$ cat src/rtl/mastermind_score_ctrl_if.sv
`default_nettype none
// ============================================================================
//  Module      : mastermind_score_ctrl_if
//  Description : Request/result bundle between the game FSM (master) and the
//                Mastermind scoring controller (slave). The attempt-limit
//                signals exist only when MM_ATTEMPT_LIMIT_EN is defined.
//  Revision    : 1.0 - initial release
// ============================================================================
interface mastermind_score_ctrl_if;
  logic        start_i;
  logic [11:0] guess_i;
  logic [11:0] secret_i;
  logic [2:0]  exactNum_o;
  logic [2:0]  colorNum_o;
  logic        busy_o;
  logic        done_o;
  logic        win_o;
  logic        err_o;
`ifdef MM_ATTEMPT_LIMIT_EN
  logic [2:0]  attemptsLeft_o;
  logic        gameOver_o;
`endif

  modport master (
    output start_i, guess_i, secret_i,
    input  exactNum_o, colorNum_o, busy_o, done_o, win_o, err_o
`ifdef MM_ATTEMPT_LIMIT_EN
    , input attemptsLeft_o, gameOver_o
`endif
  );

  modport slave (
    input  start_i, guess_i, secret_i,
    output exactNum_o, colorNum_o, busy_o, done_o, win_o, err_o
`ifdef MM_ATTEMPT_LIMIT_EN
    , output attemptsLeft_o, gameOver_o
`endif
  );
endinterface : mastermind_score_ctrl_if
`default_nettype wire

$ cat src/rtl/mastermind_score_ctrl.sv
`default_nettype none
// ============================================================================
//  Module      : mastermind_score_ctrl
//  Description : Sequential Mastermind scorer. Latches guess/secret on start,
//                counts exact matches one position per cycle, then sums
//                min(countG, countS) one colour per cycle, and publishes
//                black/white counts (3'b111 = display off) with status.
//                Optional attempt limiting is enabled by MM_ATTEMPT_LIMIT_EN.
//  Revision    : 1.0 - initial release
// ============================================================================
module mastermind_score_ctrl #(
  parameter int NUM_COLORS   = 6
`ifdef MM_ATTEMPT_LIMIT_EN
  , parameter int MAX_ATTEMPTS = 4
`endif
) (
  input  logic                     clk,
  input  logic                     Reset,
  mastermind_score_ctrl_if.slave   bus
);

  localparam logic [3:0] COLOR_LIMIT = 4'(NUM_COLORS);
  localparam logic [2:0] LAST_COLOR  = 3'(NUM_COLORS - 1);
  localparam logic [2:0] DISP_OFF    = 3'b111;

  typedef enum logic [2:0] {
    S_IDLE  = 3'd0,
    S_EXACT = 3'd1,
    S_COLOR = 3'd2,
    S_FINAL = 3'd3,
    S_SHOW  = 3'd4
  } state_t;

  state_t      state_q,  state_d;
  logic [11:0] guess_q,  guess_d;
  logic [11:0] secret_q, secret_d;
  logic        inv_q,    inv_d;
  logic [2:0]  black_q,  black_d;
  logic [2:0]  min_q,    min_d;
  logic [2:0]  idx_q,    idx_d;
  logic [2:0]  exact_q,  exact_d;
  logic [2:0]  color_q,  color_d;
  logic        win_q,    win_d;
  logic        err_q,    err_d;
  logic        done_q,   done_d;
`ifdef MM_ATTEMPT_LIMIT_EN
  logic [2:0]  attempts_q, attempts_d;
  logic        game_over;
`endif

  // Per-digit views of the latched operands and of the live inputs
  logic [2:0] g_dig  [4];
  logic [2:0] s_dig  [4];
  logic [3:0] in_bad;
  logic       inv_in;

  genvar gi;
  generate
    for (gi = 0; gi < 4; gi++) begin : g_unpack
      assign g_dig[gi]  = guess_q[3*gi +: 3];
      assign s_dig[gi]  = secret_q[3*gi +: 3];
      assign in_bad[gi] = ({1'b0, bus.guess_i[3*gi +: 3]}  >= COLOR_LIMIT) ||
                          ({1'b0, bus.secret_i[3*gi +: 3]} >= COLOR_LIMIT);
    end
  endgenerate

  assign inv_in = |in_bad;

  // Position match for the exact pass, indexed by the low bits of idx
  logic eq_now;
  assign eq_now = (g_dig[idx_q[1:0]] == s_dig[idx_q[1:0]]);

  // Occurrences of colour idx in each operand; the smaller one is credited
  logic [2:0] cnt_g, cnt_s, cnt_min;
  always_comb begin
    cnt_g = '0;
    cnt_s = '0;
    for (int i = 0; i < 4; i++) begin
      if (g_dig[i] == idx_q) cnt_g = cnt_g + 3'd1;
      if (s_dig[i] == idx_q) cnt_s = cnt_s + 3'd1;
    end
    cnt_min = (cnt_g < cnt_s) ? cnt_g : cnt_s;
  end

  // A new score may only begin when the controller is not busy
  logic start_ok;
  always_comb begin
    start_ok = bus.start_i && ((state_q == S_IDLE) || (state_q == S_SHOW));
`ifdef MM_ATTEMPT_LIMIT_EN
    if (game_over) start_ok = 1'b0;
`endif
  end

`ifdef MM_ATTEMPT_LIMIT_EN
  // Game ends on a win or once all attempts are used
  assign game_over = win_q || (attempts_q == 3'd0);
`endif

  // Next-state and datapath updates for the scoring sequence
  always_comb begin
    state_d  = state_q;
    guess_d  = guess_q;
    secret_d = secret_q;
    inv_d    = inv_q;
    black_d  = black_q;
    min_d    = min_q;
    idx_d    = idx_q;
    exact_d  = exact_q;
    color_d  = color_q;
    win_d    = win_q;
    err_d    = err_q;
    done_d   = 1'b0;
`ifdef MM_ATTEMPT_LIMIT_EN
    attempts_d = attempts_q;
`endif
    case (state_q)
      S_IDLE, S_SHOW: begin
        if (start_ok) begin
          guess_d  = bus.guess_i;
          secret_d = bus.secret_i;
          inv_d    = inv_in;
          black_d  = '0;
          min_d    = '0;
          idx_d    = '0;
          state_d  = S_EXACT;
        end
      end
      S_EXACT: begin
        black_d = black_q + {2'b00, eq_now};
        if (idx_q == 3'd3) begin
          idx_d   = '0;
          state_d = S_COLOR;
        end else begin
          idx_d = idx_q + 3'd1;
        end
      end
      S_COLOR: begin
        min_d = min_q + cnt_min;
        if (idx_q == LAST_COLOR) begin
          state_d = S_FINAL;
        end else begin
          idx_d = idx_q + 3'd1;
        end
      end
      S_FINAL: begin
        // minAcc never falls below blackAcc, so the subtraction cannot wrap
        if (!inv_q) begin
          exact_d = black_q;
          color_d = min_q - black_q;
          win_d   = (black_q == 3'd4);
          err_d   = 1'b0;
`ifdef MM_ATTEMPT_LIMIT_EN
          if (attempts_q != 3'd0) attempts_d = attempts_q - 3'd1;
`endif
        end else begin
          exact_d = DISP_OFF;
          color_d = DISP_OFF;
          win_d   = 1'b0;
          err_d   = 1'b1;
        end
        done_d  = 1'b1;
        state_d = S_SHOW;
      end
      default: begin
        state_d = S_IDLE;
      end
    endcase
  end

  // State and datapath registers; reset blanks the display and aborts scoring
  always_ff @(posedge clk or posedge Reset) begin
    if (Reset) begin
      state_q  <= S_IDLE;
      guess_q  <= '0;
      secret_q <= '0;
      inv_q    <= 1'b0;
      black_q  <= '0;
      min_q    <= '0;
      idx_q    <= '0;
      exact_q  <= DISP_OFF;
      color_q  <= DISP_OFF;
      win_q    <= 1'b0;
      err_q    <= 1'b0;
      done_q   <= 1'b0;
`ifdef MM_ATTEMPT_LIMIT_EN
      attempts_q <= 3'(MAX_ATTEMPTS);
`endif
    end else begin
      state_q  <= state_d;
      guess_q  <= guess_d;
      secret_q <= secret_d;
      inv_q    <= inv_d;
      black_q  <= black_d;
      min_q    <= min_d;
      idx_q    <= idx_d;
      exact_q  <= exact_d;
      color_q  <= color_d;
      win_q    <= win_d;
      err_q    <= err_d;
      done_q   <= done_d;
`ifdef MM_ATTEMPT_LIMIT_EN
      attempts_q <= attempts_d;
`endif
    end
  end

  assign bus.exactNum_o = exact_q;
  assign bus.colorNum_o = color_q;
  assign bus.busy_o     = (state_q == S_EXACT) || (state_q == S_COLOR) ||
                          (state_q == S_FINAL);
  assign bus.done_o     = done_q;
  assign bus.win_o      = win_q;
  assign bus.err_o      = err_q;
`ifdef MM_ATTEMPT_LIMIT_EN
  assign bus.attemptsLeft_o = attempts_q;
  assign bus.gameOver_o     = game_over;
`endif

endmodule : mastermind_score_ctrl
`default_nettype wire

$ cat src/flat_wrapper.sv
// flat-port wrapper written by rule: the top's interface ports become plain ports
module mastermind_score_ctrl_flat 
#(
  parameter int NUM_COLORS   = 6

)
  (clk, Reset, bus_start_i, bus_guess_i, bus_secret_i, bus_exactNum_o, bus_colorNum_o, bus_busy_o, bus_done_o, bus_win_o, bus_err_o);
  mastermind_score_ctrl_if bus_i ();
  input  logic clk;
  input  logic Reset;
  input wire logic [$bits(bus_i.start_i)-1:0] bus_start_i;
  input wire logic [$bits(bus_i.guess_i)-1:0] bus_guess_i;
  input wire logic [$bits(bus_i.secret_i)-1:0] bus_secret_i;
  output wire logic [$bits(bus_i.exactNum_o)-1:0] bus_exactNum_o;
  output wire logic [$bits(bus_i.colorNum_o)-1:0] bus_colorNum_o;
  output wire logic [$bits(bus_i.busy_o)-1:0] bus_busy_o;
  output wire logic [$bits(bus_i.done_o)-1:0] bus_done_o;
  output wire logic [$bits(bus_i.win_o)-1:0] bus_win_o;
  output wire logic [$bits(bus_i.err_o)-1:0] bus_err_o;
  assign bus_i.start_i = bus_start_i;
  assign bus_i.guess_i = bus_guess_i;
  assign bus_i.secret_i = bus_secret_i;
  assign bus_exactNum_o = bus_i.exactNum_o;
  assign bus_colorNum_o = bus_i.colorNum_o;
  assign bus_busy_o = bus_i.busy_o;
  assign bus_done_o = bus_i.done_o;
  assign bus_win_o = bus_i.win_o;
  assign bus_err_o = bus_i.err_o;
  mastermind_score_ctrl #(.NUM_COLORS(NUM_COLORS)) u_core (.clk(clk), .Reset(Reset), .bus(bus_i));
endmodule
$ cat config.mk
export PLATFORM = sky130hd
export DESIGN_NAME = mastermind_score_ctrl_flat
export DESIGN_NICKNAME = d
export VERILOG_FILES = /design/src/rtl/mastermind_score_ctrl_if.sv /design/src/rtl/mastermind_score_ctrl.sv /design/src/flat_wrapper.sv
export SDC_FILE = /design/constraint.sdc
export NUM_CORES = 1
export LEC_CHECK = 0
export CAP_MARGIN = 20
export CORE_ASPECT_RATIO = 2
export CORE_MARGIN = 2
export CORE_UTILIZATION = 60
export DETAILED_ROUTE_END_ITERATION = 7
export PLACE_DENSITY = 0.95
export SETUP_SLACK_MARGIN = 0.5
export SYNTH_ARGS = -nofsm -noshare
export SYNTH_HDL_FRONTEND = slang
export SYNTH_SLANG_ARGS = --single-unit
export TNS_END_PERCENT = 20
$ cat constraint.sdc
create_clock -name clk -period 8.5 [get_ports clk]
set_input_delay 1.7 -clock clk [delete_from_list [all_inputs] [get_ports clk]]
set_output_delay 1.7 -clock clk [all_outputs]
set_load 0.02 [all_outputs]
# After elaboration in Yosys (flattened, before gate mapping)
# Cells that the tools add are included.
# op_classes
eq_ne	20
n_lt_le_gt_ge	10
reduce_logical	19
bitwise	1
mux	30
add_sub_neg	10
# op_table
cell	count
$mux W3	19
$eq A3 B3 Y1	9
$ge A3 B3 Y1 const B	9
$add A3 B1 Y3 const B	5
$bmux W3 S2	2
$pmux W3 S2	2
$pmux W3 S4	1
$eq A3 B2 Y1 const B	3
$eq A3 B3 Y1 const B	3
$pmux W3 S3	1
$logic_or A1 B1 Y1	7
$ne A2 B1 Y1 const B	3
$reduce_and A2 Y1	3
$reduce_and A3 Y1	2
$mux W1	5
$add A1 B1 Y2 const B	2
$reduce_bool A2 Y1	2
$reduce_or A4 Y1	1
$add A3 B1 Y3	1
$add A3 B3 Y3	1
$eq A3 B1 Y1 const B	1
$logic_not A3 Y1	1
$lt A3 B3 Y1	1
$not A2 Y3	1
5 further kinds	5
# totals
in_bits	27
output_inout_bits	10
wordCells	102
reg_bits	46

# Depth between registers and ports, before layout
# Gate-level depths: netlist of run 1.
# depth
word_depth	12
ltp_mapped	22
depth_no_buf	20

# Worst setup path before layout of run 1
# OpenSTA, ideal clock, no wires.
# synth_path
path_kind	reg2reg
from	register u_core.idx_q[0]
to	register u_core.min_q[2]
setup_time_ps	127
period_less_slack_ps	4112
path_buffers	2
setup_slack_ps	4388
arrival_time_ps	3985
required_ps	8373
stages_incl_launch_ff	22
path_cell_list	dfrtp_1 -> buf_6 -> buf_2 -> xnor2_1 -> and3_1 -> ha_1 -> or4_4 -> nand2_1 -> ha_1 -> nand4_1 -> xnor2_1 -> ha_1 -> inv_1 -> a21oi_1 -> a21boi_0 -> nor2_1 -> ha_1 -> fa_1 -> xor2_1 -> nand2_1 -> nand3_1 -> o21ai_0
# synth_via
elab_chain_cells	12
elab_cells_between_ends	26
classes_between	add/sub (7); order compare (1); eq/ne (8); mux (10)
# synth_lines
element	line_no	rtl
start, declared	mastermind_score_ctrl.sv:40	logic [2:0] idx_q, idx_d;
start signal, assigned	mastermind_score_ctrl.sv:195	idx_q <= idx_d;
$eq A3 B3 Y1 (on tied branches)	mastermind_score_ctrl.sv:79, mastermind_score_ctrl.sv:80	
$mux W1 (on tied branches)	mastermind_score_ctrl.sv:79, mastermind_score_ctrl.sv:80	
$add A1 B1 Y2 (on tied branches)	mastermind_score_ctrl.sv:79, mastermind_score_ctrl.sv:80	
$mux W3 (on tied branches)	mastermind_score_ctrl.sv:79, mastermind_score_ctrl.sv:80	
$add A3 B1 Y3 (on tied branches)	mastermind_score_ctrl.sv:79, mastermind_score_ctrl.sv:80	
$mux W3 (on tied branches)	mastermind_score_ctrl.sv:79, mastermind_score_ctrl.sv:80	
$add A3 B1 Y3 (on tied branches)	mastermind_score_ctrl.sv:79, mastermind_score_ctrl.sv:80	
$mux W3 (on tied branches)	mastermind_score_ctrl.sv:79, mastermind_score_ctrl.sv:80	
$lt A3 B3 Y1	mastermind_score_ctrl.sv:82	cnt_min = (cnt_g < cnt_s) ? cnt_g : cnt_s;
$mux W3 *	mastermind_score_ctrl.sv:82	
$add A3 B3 Y3 *	mastermind_score_ctrl.sv:138	min_d = min_q + cnt_min;
$pmux W3 S2 *	mastermind_score_ctrl.sv:116	case (state_q)
end signal, assigned	mastermind_score_ctrl.sv:194	min_q <= min_d;
end, declared	mastermind_score_ctrl.sv:39	logic [2:0] min_q, min_d;
# Mark *: on every way between the ends. The rest lies on a longest branch, timed or not.
# A chain may end at the register's enable or synchronous reset.

# Worst setup path in the final report of run 1
# Ends and elaborated chain as after synthesis.

==> impl_metrics.prom, run 1 <==
# TYPE chip_impl_metric gauge
chip_impl_metric{name="power.leakage",unit="nW"} 1.589
chip_impl_metric{name="worstPathRequired",unit="ns"} 8.68
chip_impl_info{name="setup_repair_after_global_routing_missed_its_margin",value="no"} 1
chip_impl_metric{name="dr_total_vias",unit=""} 2274
chip_impl_metric{name="worst_ep_arrival_time",unit="ns"} 5.00
chip_impl_metric{name="cts_num_sinks",unit=""} 46
chip_impl_metric{name="grt_first_pass_wirelength",unit="mm"} 10.32
chip_impl_metric{name="fin_setup_tns",unit="ns"} 0
chip_impl_metric{name="cts.repair_timing.setup_buffer_count",unit=""} 0
chip_impl_metric{name="slew_headroom",unit="%"} 32.29
chip_impl_metric{name="ff2ff_setup_slack",unit="ns"} 3.68
chip_impl_metric{name="synth-seq-cells",unit=""} 46
chip_impl_metric{name="finalHoldViolCount",unit=""} 0
chip_impl_info{name="timing.hold.worst_endpoint",value="u_core.bus.colorNum_o[2]"} 1
chip_impl_metric{name="fp.dieH",unit="um"} 101.5
chip_impl_metric{name="floorplan.initialDensity",unit="%"} 61.99
chip_impl_metric{name="layout.cells.non_filler",unit=""} 402
chip_impl_metric{name="yosys.cell_types.count",unit=""} 42
chip_impl_metric{name="gp_routability_congestion",unit=""} 0.8741
chip_impl_metric{name="post_cts.resized_instances",unit=""} 0
chip_impl_info{name="crit_path_end_kind",value="register"} 1
chip_impl_metric{name="worst-slew-pin-transition",unit="ns"} 1.016
chip_impl_metric{name="route.detailed.wl_per_inst",unit="um"} 14.86
chip_impl_metric{name="fp.coreArea",unit="um^2"} 4598
chip_impl_metric{name="clk_pin_slew_worst_paths",unit="ns"} 0.09
chip_impl_metric{name="edff_count_synth",unit=""} 0
chip_impl_metric{name="routed_wl",unit="mm"} 5.975
chip_impl_metric{name="drcViolationCount",unit=""} 0
chip_impl_metric{name="layout_min_cycle_time",unit="ns"} 4.817
chip_impl_info{name="clockRootBuffer",value="clkbuf_8"} 1
chip_impl_info{name="crit_type",value="register to register"} 1
chip_impl_metric{name="clk-insertion-delay-late",unit="ns"} 0.31
chip_impl_info{name="tritoncts",value="built"} 1
chip_impl_metric{name="grt_max_degree",unit=""} 47
chip_impl_metric{name="setup_slack",unit="ns"} 3.683
chip_impl_metric{name="grt_overflow_total",unit=""} 0
chip_impl_metric{name="gr-usage-all-layers",unit="%"} 26.22
chip_impl_metric{name="postSynth.asyncResetShare",unit="%"} 100.0
chip_impl_info{name="worstSetupStartpointType",value="register"} 1
chip_impl_metric{name="cts_hold_buf",unit=""} 0
chip_impl_metric{name="number_of_nets_produced_by_synthesis",unit=""} 359
chip_impl_metric{name="area.growth.synth_to_final",unit="%"} 16.73
chip_impl_metric{name="fin_skew",unit="ns"} 0.009158
chip_impl_metric{name="timing.hold.worst_path_depth",unit=""} 2
chip_impl_info{name="layout.cells.most_common_list",value="nand2_1 (93), dfrtp_1 (40), clkdlybuf4s50_1 (36), xnor2_1 (21), ha_1 (18)"} 1
chip_impl_metric{name="clock_tree.buffer_depth",unit=""} 2
chip_impl_metric{name="vdd.ir_drop.worst",unit="uV"} 334.6
chip_impl_info{name="status",value="finished, final reports clean"} 1
chip_impl_metric{name="antennaDiodeCount",unit=""} 0
chip_impl_metric{name="maxCapViolCount",unit=""} 0
chip_impl_metric{name="tritoncts.num_buffers",unit=""} 5
chip_impl_metric{name="syn_avg_cell_area",unit="um^2"} 9.135
chip_impl_metric{name="dr_iter_0_viols",unit=""} 40
chip_impl_metric{name="vias_per_cell",unit=""} 5.657
chip_impl_metric{name="remaining_antenna_violation_count",unit=""} 0
chip_impl_metric{name="cts-htree-levels",unit=""} 2
chip_impl_metric{name="final_count_of_pins_violating_max_slew",unit=""} 0
chip_impl_metric{name="final_min_period_over_clock_period",unit="%"} 56.67
chip_impl_metric{name="placement.setup.worst_slack",unit="ns"} 3.838
chip_impl_metric{name="dr.pass1.iters",unit=""} 7
chip_impl_metric{name="grt_pass1_vias",unit=""} 2363
chip_impl_metric{name="syn_area",unit="um^2"} 2850
chip_impl_metric{name="power.density",unit="nW/um^2"} 448.4
chip_impl_metric{name="cell_count_after_synthesis",unit=""} 312
chip_impl_metric{name="number_of_antenna_violations_at_the_first_check_in_global_routing",unit=""} 0
chip_impl_info{name="r2r-end",value="u_core.min_q[2]"} 1
chip_impl_info{name="hold_path.startpoint",value="u_core.bus.colorNum_o[2]"} 1
chip_impl_metric{name="die-area",unit="um^2"} 5351
chip_impl_metric{name="design.final.nets",unit=""} 393
chip_impl_metric{name="crit_path_max_fanout",unit=""} 17
chip_impl_metric{name="place_inst",unit=""} 394
chip_impl_metric{name="report.final.setup_viol",unit=""} 0
chip_impl_metric{name="placement_rows",unit=""} 35
chip_impl_metric{name="ios",unit=""} 37
chip_impl_info{name="synthFlopType",value="dfrtp_1"} 1
chip_impl_metric{name="final_layout_size_suffix_gt1_share",unit="%"} 7.205
chip_impl_metric{name="io_buffer_count",unit=""} 36
chip_impl_metric{name="die_w",unit="um"} 52.74
chip_impl_metric{name="rr_worst_depth",unit=""} 19
chip_impl_info{name="worst_r2r_startpoint",value="u_core.idx_q[0]"} 1
chip_impl_metric{name="max_freq",unit="MHz"} 207.6
chip_impl_info{name="hold_class",value="register to register"} 1
chip_impl_metric{name="filler_cell_count",unit=""} 323
chip_impl_metric{name="seq_area_frac_synth",unit="%"} 40.65
chip_impl_metric{name="ys.warnings.count",unit=""} 0
chip_impl_metric{name="place_hpwl",unit="mm"} 4.668
chip_impl_info{name="layout.cells.most_common",value="nand2_1"} 1
## registers in the layout (all words and copies together), names as in the netlist, 3 cells and up
register	cells
u_core.guess_q	12
u_core.secret_q	12
u_core.black_q	3
u_core.bus.colorNum_o	3
u_core.bus.exactNum_o	3
u_core.idx_q	3
u_core.min_q	3
u_core.state_q	3
## cell families (layout without fill, tap and decap cells)
family / Yosys count / in the layout / synth area share (%)
AO/OA/AOI/OAI: 38 / 38 / 8.429
XOR/XNOR: 35 / 35 / 11.02
adder cells (fa/ha/maj): 20 / 20 / 9.307
buffers and inverters: 25 / 60 / 3.907
flip-flops: 46 / 46 / 40.65
multiplexers: 9 / 9 / 5.400
AND/OR/NAND/NOR: 139 / 139 / 21.29
## layout make-up
cell class | instances | area (um^2) | share of cell area [%]
tap | 55 | 68.82 | 2.068
clock buffer | 7 | 86.33 | 2.595
multi-input combinational | 241 | 1580 | 47.50
inverter | 15 | 56.30 | 1.692
sequential | 46 | 1159 | 34.83
clock inverter | 1 | 8.758 | 0.2633
timing repair buffer | 37 | 367.9 | 11.06
## worst max-delay path, stage by stage (launching register included)
cell and delay, ns:
dfrtp_1 0.89, xnor2_1 0.17, and3_1 0.24, ha_1 0.33, or4_4 0.55, nand2_1 0.08, ha_1 0.13, nand4_1 0.11
xnor2_1 0.19, ha_1 0.29, inv_1 0.05, a21oi_1 0.26, a21boi_0 0.26, nor2_1 0.07, ha_1 0.19, fa_1 0.38
xor2_1 0.17, nand2_1 0.08, nand3_1 0.12, o21ai_0 0.10
## where the power goes
| part | leakage (nW) | total [mW] | switching, mW | internal (mW) |
|---|---|---|---|---|
| combinational | 0.972 | 0.898 | 0.471 | 0.427 |
| clock | 0.0489 | 0.142 | 0.0750 | 0.0672 |
| sequential | 0.569 | 0.452 | 0.129 | 0.322 |
| total | 1.59 | 1.49 | 0.676 | 0.816 |
## metal layers
| layer | vias up | share of wire (%) | global-route usage [%] |
|---|---|---|---|
| met5 | - | 0 | 0 |
| met4 | 0 | 6.3 | 18.74 |
| met3 | 33 | 2.9 | 4.572 |
| met2 | 68 | 58 | 47.60 |
| met1 | 1076 | 33 | 24.98 |
| li1 | 1097 | - | - |
## through the flow
step,cell area [um^2],hold WS [ns],util (%),power [mW]
3_5_place_dp,3232,0.4581,70.29,1.344
4_1_cts,3327,0.4706,72.35,1.489
5_1_grt,3327,0.4876,72.35,1.632
6_report,3327,0.4654,72.35,1.492
2_1_floorplan,2850,0.4773,-,1.118
3_3_place_gp,3232,0.4408,70.29,1.269
## worst max path at each step
stage,startpoint,to,slack [ns],cells past startpoint
floorplan,u_core.idx_q[0],u_core.min_q[2],4.39,21
CTS,u_core.idx_q[0],u_core.min_q[2],3.77,19
detailed placement,u_core.idx_q[0],u_core.min_q[2],3.84,19
finish,u_core.idx_q[0],u_core.min_q[2],3.68,19
global route,u_core.idx_q[0],u_core.min_q[2],3.42,19
global placement,u_core.idx_q[0],u_core.min_q[2],4.13,19
## Yosys cell counts (all sizes together) (2+ instances only)
cell     number  area [um^2]
ha           18        225.2
nor2         15        56.30
dfstp         6        157.7
xnor2        21        183.9
dfrtp        40         1001
nand3b        3        22.52
nand3         7        35.03
mux4          5        112.6
fa            2        40.04
nor3          3        15.01
o21ai        14        70.07
mux2i         3        30.03
nand2        93        349.1
a22o          6        52.55
a221oi        2        17.52
a21oi         9        45.04
xor2         14        130.1
nor2b         5        31.28
inv          15        56.30
buf           6        40.04
clkbuf        4        15.01
and3          5        36.28
a2bb2oi       2        17.52
No activity file was read; power rests on OpenSTA's default activity.
==> run 2: changes to the inputs <==
- CORE_UTILIZATION: 60 -> 55
- PLACE_DENSITY: 0.95 -> 0.89
- clock period: 8.5 -> 4.7 ns (I/O delays scaled with it)
==> impl_metrics.prom, run 2 (synthesized netlist as in run 1, its figures left out) <==
# TYPE chip_impl_metric gauge
chip_impl_metric{name="place_hpwl",unit="mm"} 4.663
chip_impl_metric{name="clock_tree.buffer_depth",unit=""} 2
chip_impl_metric{name="rr_worst_depth",unit=""} 20
chip_impl_metric{name="grt_first_pass_wirelength",unit="mm"} 10.79
chip_impl_metric{name="dr_total_vias",unit=""} 2447
chip_impl_info{name="crit_slowest_cell",value="or4_4"} 1
chip_impl_metric{name="place_inst",unit=""} 399
chip_impl_metric{name="cp.buffers_inverters",unit=""} 2
chip_impl_metric{name="fin_util",unit="%"} 70.61
chip_impl_metric{name="maxCapViolCount",unit=""} 0
chip_impl_info{name="setup_repair_after_global_routing_missed_its_margin",value="no"} 1
chip_impl_info{name="tritoncts",value="built"} 1
chip_impl_info{name="largestRegisters",value="u_core.guess_q x12, u_core.secret_q x12"} 1
chip_impl_metric{name="fp.coreArea",unit="um^2"} 5092
chip_impl_metric{name="vias_per_cell",unit=""} 5.812
chip_impl_metric{name="die_w",unit="um"} 54.91
chip_impl_metric{name="number_of_antenna_violations_at_the_first_check_in_global_routing",unit=""} 0
chip_impl_info{name="cpMostUsedCell",value="ha_1"} 1
chip_impl_metric{name="final_layout_size_suffix_gt1_share",unit="%"} 17.63
chip_impl_info{name="crit_type",value="register to register"} 1
chip_impl_info{name="layout.cells.most_common_list",value="nand2_1 (93), dfrtp_1 (37), clkdlybuf4s50_1 (36), ha_1 (16)"} 1
chip_impl_metric{name="fp.dieH",unit="um"} 105.8
chip_impl_metric{name="drcViolationCount",unit=""} 0
chip_impl_metric{name="worst_ep_arrival_time",unit="ns"} 4.29
chip_impl_metric{name="ios",unit=""} 37
chip_impl_info{name="worstSetupStartpointType",value="register"} 1
chip_impl_metric{name="finalHoldViolCount",unit=""} 0
chip_impl_metric{name="tritoncts.num_buffers",unit=""} 5
chip_impl_metric{name="gp_routability_congestion",unit=""} 0.8325
chip_impl_metric{name="cts-htree-levels",unit=""} 2
chip_impl_metric{name="antennaDiodeCount",unit=""} 0
chip_impl_metric{name="grt_pass1_vias",unit=""} 2374
chip_impl_metric{name="max_freq",unit="MHz"} 243.8
chip_impl_info{name="crit_path_end_kind",value="register"} 1
chip_impl_metric{name="ff2ff_setup_slack",unit="ns"} 0.60
chip_impl_info{name="path_delay_family",value="simple AND/OR/NAND/NOR gates"} 1
chip_impl_metric{name="cts_num_sinks",unit=""} 46
chip_impl_metric{name="crit_path_max_fanout",unit=""} 3
chip_impl_metric{name="report.final.setup_viol",unit=""} 0
chip_impl_metric{name="placement_rows",unit=""} 37
chip_impl_metric{name="dr.pass1.iters",unit=""} 4
chip_impl_metric{name="design.final.nets",unit=""} 409
chip_impl_metric{name="dr_iter_0_viols",unit=""} 79
chip_impl_metric{name="grt_max_degree",unit=""} 47
chip_impl_metric{name="fin_setup_tns",unit="ns"} 0
chip_impl_info{name="worst_r2r_startpoint",value="u_core.secret_q[3]"} 1
chip_impl_metric{name="layout_min_cycle_time",unit="ns"} 4.102
chip_impl_metric{name="worstPathRequired",unit="ns"} 4.89
chip_impl_metric{name="io_buffer_count",unit=""} 36
chip_impl_metric{name="slew_headroom",unit="%"} 33.41
chip_impl_info{name="layout.cells.most_common",value="nand2_1"} 1
chip_impl_metric{name="power.density",unit="nW/um^2"} 862.5
chip_impl_metric{name="route.detailed.wl_per_inst",unit="um"} 17.00
chip_impl_info{name="path_cells",value="xnor2_2 > nand3_2 > inv_2 > ha_4 > or4_4 > nand2_1 > ha_1 > nand4_1 > xnor2_2 > ha_1 > inv_1 > a21oi_2 > a21boi_2 > nor2_1 > ha_1 > fa_2 > xor2_1 > nand2_1 > nand3_1 > o21ai_1"} 1
chip_impl_info{name="clockRootBuffer",value="clkbuf_8"} 1
chip_impl_metric{name="gr-usage-all-layers",unit="%"} 25.33
chip_impl_info{name="status",value="finished, final reports clean"} 1
chip_impl_info{name="r2r-end",value="u_core.min_q[2]"} 1
chip_impl_metric{name="worst-slew-pin-transition",unit="ns"} 0.9988
chip_impl_metric{name="fin_skew",unit="ns"} 0.01015
chip_impl_info{name="hold_path.startpoint",value="u_core.bus.colorNum_o[2]"} 1
chip_impl_metric{name="clk-insertion-delay-late",unit="ns"} 0.30
chip_impl_metric{name="clk_pin_slew_worst_paths",unit="ns"} 0.09
chip_impl_metric{name="grt_overflow_total",unit=""} 0
chip_impl_metric{name="final_min_period_over_clock_period",unit="%"} 87.27
chip_impl_metric{name="worst_path_largest_cell_delay",unit="ns"} 0.56
chip_impl_metric{name="timing.hold.worst_path_depth",unit=""} 2
chip_impl_info{name="timing.hold.worst_endpoint",value="u_core.bus.colorNum_o[2]"} 1
chip_impl_info{name="hold_class",value="register to register"} 1
chip_impl_metric{name="die-area",unit="um^2"} 5809
chip_impl_metric{name="routed_wl",unit="mm"} 7.157
chip_impl_metric{name="layout.cells.non_filler",unit=""} 421
chip_impl_metric{name="area.growth.synth_to_final",unit="%"} 26.16
chip_impl_metric{name="vdd.ir_drop.worst",unit="uV"} 571.3
chip_impl_metric{name="floorplan.initialDensity",unit="%"} 55.97
chip_impl_metric{name="remaining_antenna_violation_count",unit=""} 0
chip_impl_metric{name="final_count_of_pins_violating_max_slew",unit=""} 0
chip_impl_metric{name="worstSetupPathDepth",unit=""} 20
chip_impl_metric{name="power.leakage",unit="nW"} 1.708
run 2: area by class of cell:
type | count | area (um^2)
Sequential cell | 46 | 1162
Inverter | 15 | 56.30
Fill cell | 358 | 1496
Multi-Input combinational cell | 241 | 1714
Clock buffer | 6 | 72.57
Timing Repair Buffer | 53 | 504.2
Tap cell | 58 | 72.57
Clock inverter | 2 | 13.76
run 2: worst max-delay path by stage:
stage                                  start         endpoint  slack, ns
after global routing      u_core.secret_q[3]  u_core.min_q[2]       0.38
final                     u_core.secret_q[3]  u_core.min_q[2]       0.60
after CTS                    u_core.idx_q[1]  u_core.min_q[2]       0.53
after global placement       u_core.idx_q[0]  u_core.min_q[2]       0.49
after detailed placement     u_core.idx_q[0]  u_core.min_q[2]       0.25
after floorplan              u_core.idx_q[0]  u_core.min_q[2]       0.59
run 2: layer usage:
metal	track usage, %	vias to the layer above	share of wire, %
met4	11.67	0	5.5
li1	-	1135	-
met1	26.82	1187	34
met3	3.399	31	3.2
met5	0	-	0
met2	45.75	94	57
run 2: per-stage QoR:
stage	cell area [um^2]	power [mW]	hold slack, ns	setup slack [ns]
2_1_floorplan	2850	2.021	0.4773	0.5875
6_report	3596	3.102	0.4662	0.5984
3_5_place_dp	3251	2.448	0.4560	0.2535
3_3_place_gp	3251	2.332	0.4418	0.4921
5_1_grt	3596	3.319	0.4932	0.3775
4_1_cts	3427	2.762	0.4684	0.5276
run 2: where the power goes:
part / internal (mW) / switching [mW] / leakage (nW)
logic: 0.981 / 1.08 / 1.10
clock network: 0.105 / 0.134 / 0.0452
registers: 0.586 / 0.220 / 0.565
total: 1.67 / 1.43 / 1.71
run 2: tightest hold or removal path, stage by stage, from the launching register on:
cell	delay, ns
dfstp_2	0.38
nand2_1	0.05
nand2_1	0.05
run 2: repair_timing:
action / in CTS / in global routing
resized for setup: 4 / 24
buffers inserted: 9 / 5
pin swaps: 0 / 11
endpoints found under the setup margin: 2 / 2
hold buffers: 0 / 0
==> run 3: changes to the inputs <==
- SETUP_SLACK_MARGIN: 0.5 -> 0.2
- SLEW_MARGIN: unset -> 20
==> impl_metrics.prom, run 3 (synthesized netlist as in run 1, its figures left out) <==
# TYPE chip_impl_metric gauge
chip_impl_info{name="status",value="finished, final reports clean"} 1
chip_impl_info{name="hold_class",value="register to register"} 1
chip_impl_metric{name="power.density",unit="nW/um^2"} 813.6
chip_impl_metric{name="gp_routability_congestion",unit=""} 0.8325
chip_impl_metric{name="place_hpwl",unit="mm"} 4.663
chip_impl_metric{name="slew_headroom",unit="%"} 33.90
chip_impl_info{name="hold_path.startpoint",value="u_core.bus.colorNum_o[2]"} 1
chip_impl_metric{name="filler_cell_count",unit=""} 399
chip_impl_metric{name="dr.pass1.iters",unit=""} 4
chip_impl_metric{name="ff2ff_setup_slack",unit="ns"} 0.46
chip_impl_metric{name="tritoncts.num_buffers",unit=""} 5
chip_impl_metric{name="grt_overflow_total",unit=""} 0
chip_impl_metric{name="cp.buffers_inverters",unit=""} 1
chip_impl_metric{name="met3_usage",unit="%"} 3.399
chip_impl_metric{name="setup_slack",unit="ns"} 0.4641
chip_impl_metric{name="gr-usage-all-layers",unit="%"} 24.00
chip_impl_metric{name="fp.dieH",unit="um"} 105.8
chip_impl_metric{name="grt_first_pass_wirelength",unit="mm"} 10.23
chip_impl_info{name="cpMostUsedCell",value="ha_1"} 1
chip_impl_metric{name="remaining_antenna_violation_count",unit=""} 0
chip_impl_info{name="crit_slowest_cell",value="or4_4"} 1
chip_impl_metric{name="max_freq",unit="MHz"} 236.1
chip_impl_info{name="largestRegisters",value="u_core.guess_q x12, u_core.secret_q x12"} 1
chip_impl_metric{name="grt_max_degree",unit=""} 47
chip_impl_info{name="crit_path_end_kind",value="register"} 1
chip_impl_metric{name="fp.coreArea",unit="um^2"} 5092
chip_impl_metric{name="die-area",unit="um^2"} 5809
chip_impl_metric{name="floorplan.initialDensity",unit="%"} 55.97
chip_impl_metric{name="routed_wl",unit="mm"} 6.084
chip_impl_metric{name="final_count_of_pins_violating_max_slew",unit=""} 0
chip_impl_metric{name="design.final.nets",unit=""} 403
chip_impl_info{name="setup_repair_after_global_routing_missed_its_margin",value="no"} 1
chip_impl_metric{name="placement.setup.worst_slack",unit="ns"} 0.2535
chip_impl_metric{name="report.final.setup_viol",unit=""} 0
chip_impl_metric{name="io_buffer_count",unit=""} 36
chip_impl_metric{name="ff_latch_area",unit="um^2"} 1162
chip_impl_metric{name="placement_rows",unit=""} 37
chip_impl_info{name="crit_type",value="register to register"} 1
chip_impl_metric{name="finalHoldWorstSlack",unit="ns"} 0.4653
chip_impl_metric{name="multi_input_gate_area",unit="um^2"} 1607
chip_impl_metric{name="vias_per_cell",unit=""} 5.518
chip_impl_metric{name="final_layout_size_suffix_gt1_share",unit="%"} 11.48
chip_impl_info{name="path_cells",value="xnor2_1 > and3_1 > ha_1 > or4_4 > nand2_1 > ha_1 > nand4_1 > xnor2_2 > ha_1 > inv_1 > a21oi_2 > a21boi_0 > nor2_1 > ha_1 > fa_1 > xor2_1 > nand2_1 > nand3_1 > o21ai_0"} 1
chip_impl_metric{name="timing.hold.worst_path_depth",unit=""} 2
chip_impl_metric{name="final_min_period_over_clock_period",unit="%"} 90.13
chip_impl_metric{name="grt_pass1_vias",unit=""} 2303
chip_impl_metric{name="maxCapViolCount",unit=""} 0
chip_impl_info{name="clockRootBuffer",value="clkbuf_8"} 1
chip_impl_metric{name="rr_worst_depth",unit=""} 19
chip_impl_info{name="worstSetupStartpointType",value="register"} 1
chip_impl_metric{name="vdd.ir_drop.worst",unit="uV"} 483.8
chip_impl_metric{name="worst-slew-pin-transition",unit="ns"} 0.9915
chip_impl_info{name="busiest_layer",value="met2"} 1
chip_impl_metric{name="area.growth.synth_to_final",unit="%"} 20.24
chip_impl_metric{name="clk-insertion-delay-late",unit="ns"} 0.30
chip_impl_metric{name="crit_path_max_fanout",unit=""} 9
chip_impl_info{name="layout.cells.most_common_list",value="nand2_1 (93), dfrtp_1 (37), clkdlybuf4s50_1 (36), xnor2_1 (20), ha_1 (18)"} 1
chip_impl_metric{name="grt.met2_usage",unit="%"} 42.86
chip_impl_metric{name="ios",unit=""} 37
chip_impl_metric{name="fin_util",unit="%"} 67.30
chip_impl_metric{name="clock_tree.buffer_depth",unit=""} 2
chip_impl_info{name="path_delay_family",value="simple AND/OR/NAND/NOR gates"} 1
chip_impl_metric{name="cts-htree-levels",unit=""} 2
chip_impl_info{name="r2r-end",value="u_core.min_q[2]"} 1
chip_impl_metric{name="worstPathRequired",unit="ns"} 4.88
chip_impl_metric{name="cts_num_sinks",unit=""} 46
chip_impl_metric{name="layout.cell_area.non_filler",unit="um^2"} 3427
chip_impl_metric{name="dr_iter_0_viols",unit=""} 35
chip_impl_metric{name="power.leakage",unit="nW"} 1.643
chip_impl_info{name="timing.hold.worst_endpoint",value="u_core.bus.colorNum_o[2]"} 1
chip_impl_metric{name="clk_pin_slew_worst_paths",unit="ns"} 0.09
chip_impl_metric{name="worst_path_largest_cell_delay",unit="ns"} 0.55
chip_impl_metric{name="grt_use_met1",unit="%"} 25.43
chip_impl_metric{name="die_w",unit="um"} 54.91
chip_impl_metric{name="fin_skew",unit="ns"} 0.006884
chip_impl_metric{name="drcViolationCount",unit=""} 0
chip_impl_metric{name="finalHoldViolCount",unit=""} 0
chip_impl_info{name="worst_r2r_startpoint",value="u_core.idx_q[1]"} 1
chip_impl_metric{name="route.detailed.wl_per_inst",unit="um"} 14.66
chip_impl_metric{name="antennaDiodeCount",unit=""} 0
chip_impl_info{name="layout.cells.most_common",value="nand2_1"} 1
chip_impl_metric{name="placed_cell_area",unit="um^2"} 3251
chip_impl_metric{name="layout_min_cycle_time",unit="ns"} 4.236
chip_impl_info{name="tritoncts",value="built"} 1
chip_impl_metric{name="fin_setup_tns",unit="ns"} 0
chip_impl_metric{name="number_of_antenna_violations_at_the_first_check_in_global_routing",unit=""} 0
chip_impl_metric{name="worst_ep_arrival_time",unit="ns"} 4.42
chip_impl_metric{name="dr_total_vias",unit=""} 2290
[run 3: cell count changes in the layout (fill, tap and decap cells not counted), sizes merged]
cell,previous run,this run
buf,17,11
[run 3: per-layer routing]
metal  wire length, um  vias to the layer above
li1                  -                     1113
met3               181                       22
met5                 0                        -
met1              2070                     1085
met4               261                        0
met2              3570                       70
[run 3: how the worst max path moves through the flow]
stage / cells after the start / startpoint / end
finish: 19 / u_core.idx_q[1] / u_core.min_q[2]
global route: 19 / u_core.idx_q[2] / u_core.min_q[2]
CTS: 21 / u_core.idx_q[0] / u_core.min_q[2]
detailed placement: 21 / u_core.idx_q[0] / u_core.min_q[2]
global placement: 21 / u_core.idx_q[0] / u_core.min_q[2]
floorplan: 21 / u_core.idx_q[0] / u_core.min_q[2]
[run 3: what timing repair did]
item                       in CTS  in global routing
gates resized for setup         0                  7
hold buffers                    0                  0
setup endpoints to repair       0                  2
buffers inserted                0                  8
[run 3: power by group]
group | switching (mW) | internal, mW
Clock | 0.132 | 0.105
Combinational | 0.918 | 0.842
Sequential | 0.206 | 0.586
[run 3: through the flow]
step | instances | power (mW)
final | 415 | 2.788
after global placement | 399 | 2.332
after detailed placement | 399 | 2.448
after CTS | 407 | 2.690
after floorplan | 312 | 2.021
after global routing | 415 | 3.047
[run 3: worst register-to-register path: cells and delay by family, from the launching register on]
family | cells | cell delay [ns]
flip-flops | 1 | 0.51
adder cells (fa/ha/maj) | 5 | 1.26
AND/OR/NAND/NOR | 7 | 1.27
AO/OA/AOI/OAI | 3 | 0.47
XOR/XNOR | 3 | 0.57
buffers and inverters | 1 | 0.06
[run 3: area by class of cell]
| class | instances | area share [%] |
|---|---|---|
| clock buffers | 6 | 2.118 |
| repair buffers | 47 | 12.92 |
| multi-input cells | 241 | 46.88 |
| inverters | 15 | 1.643 |
| well taps | 58 | 2.118 |
| clock inverters | 2 | 0.4016 |
| flip-flops and latches | 46 | 33.92 |
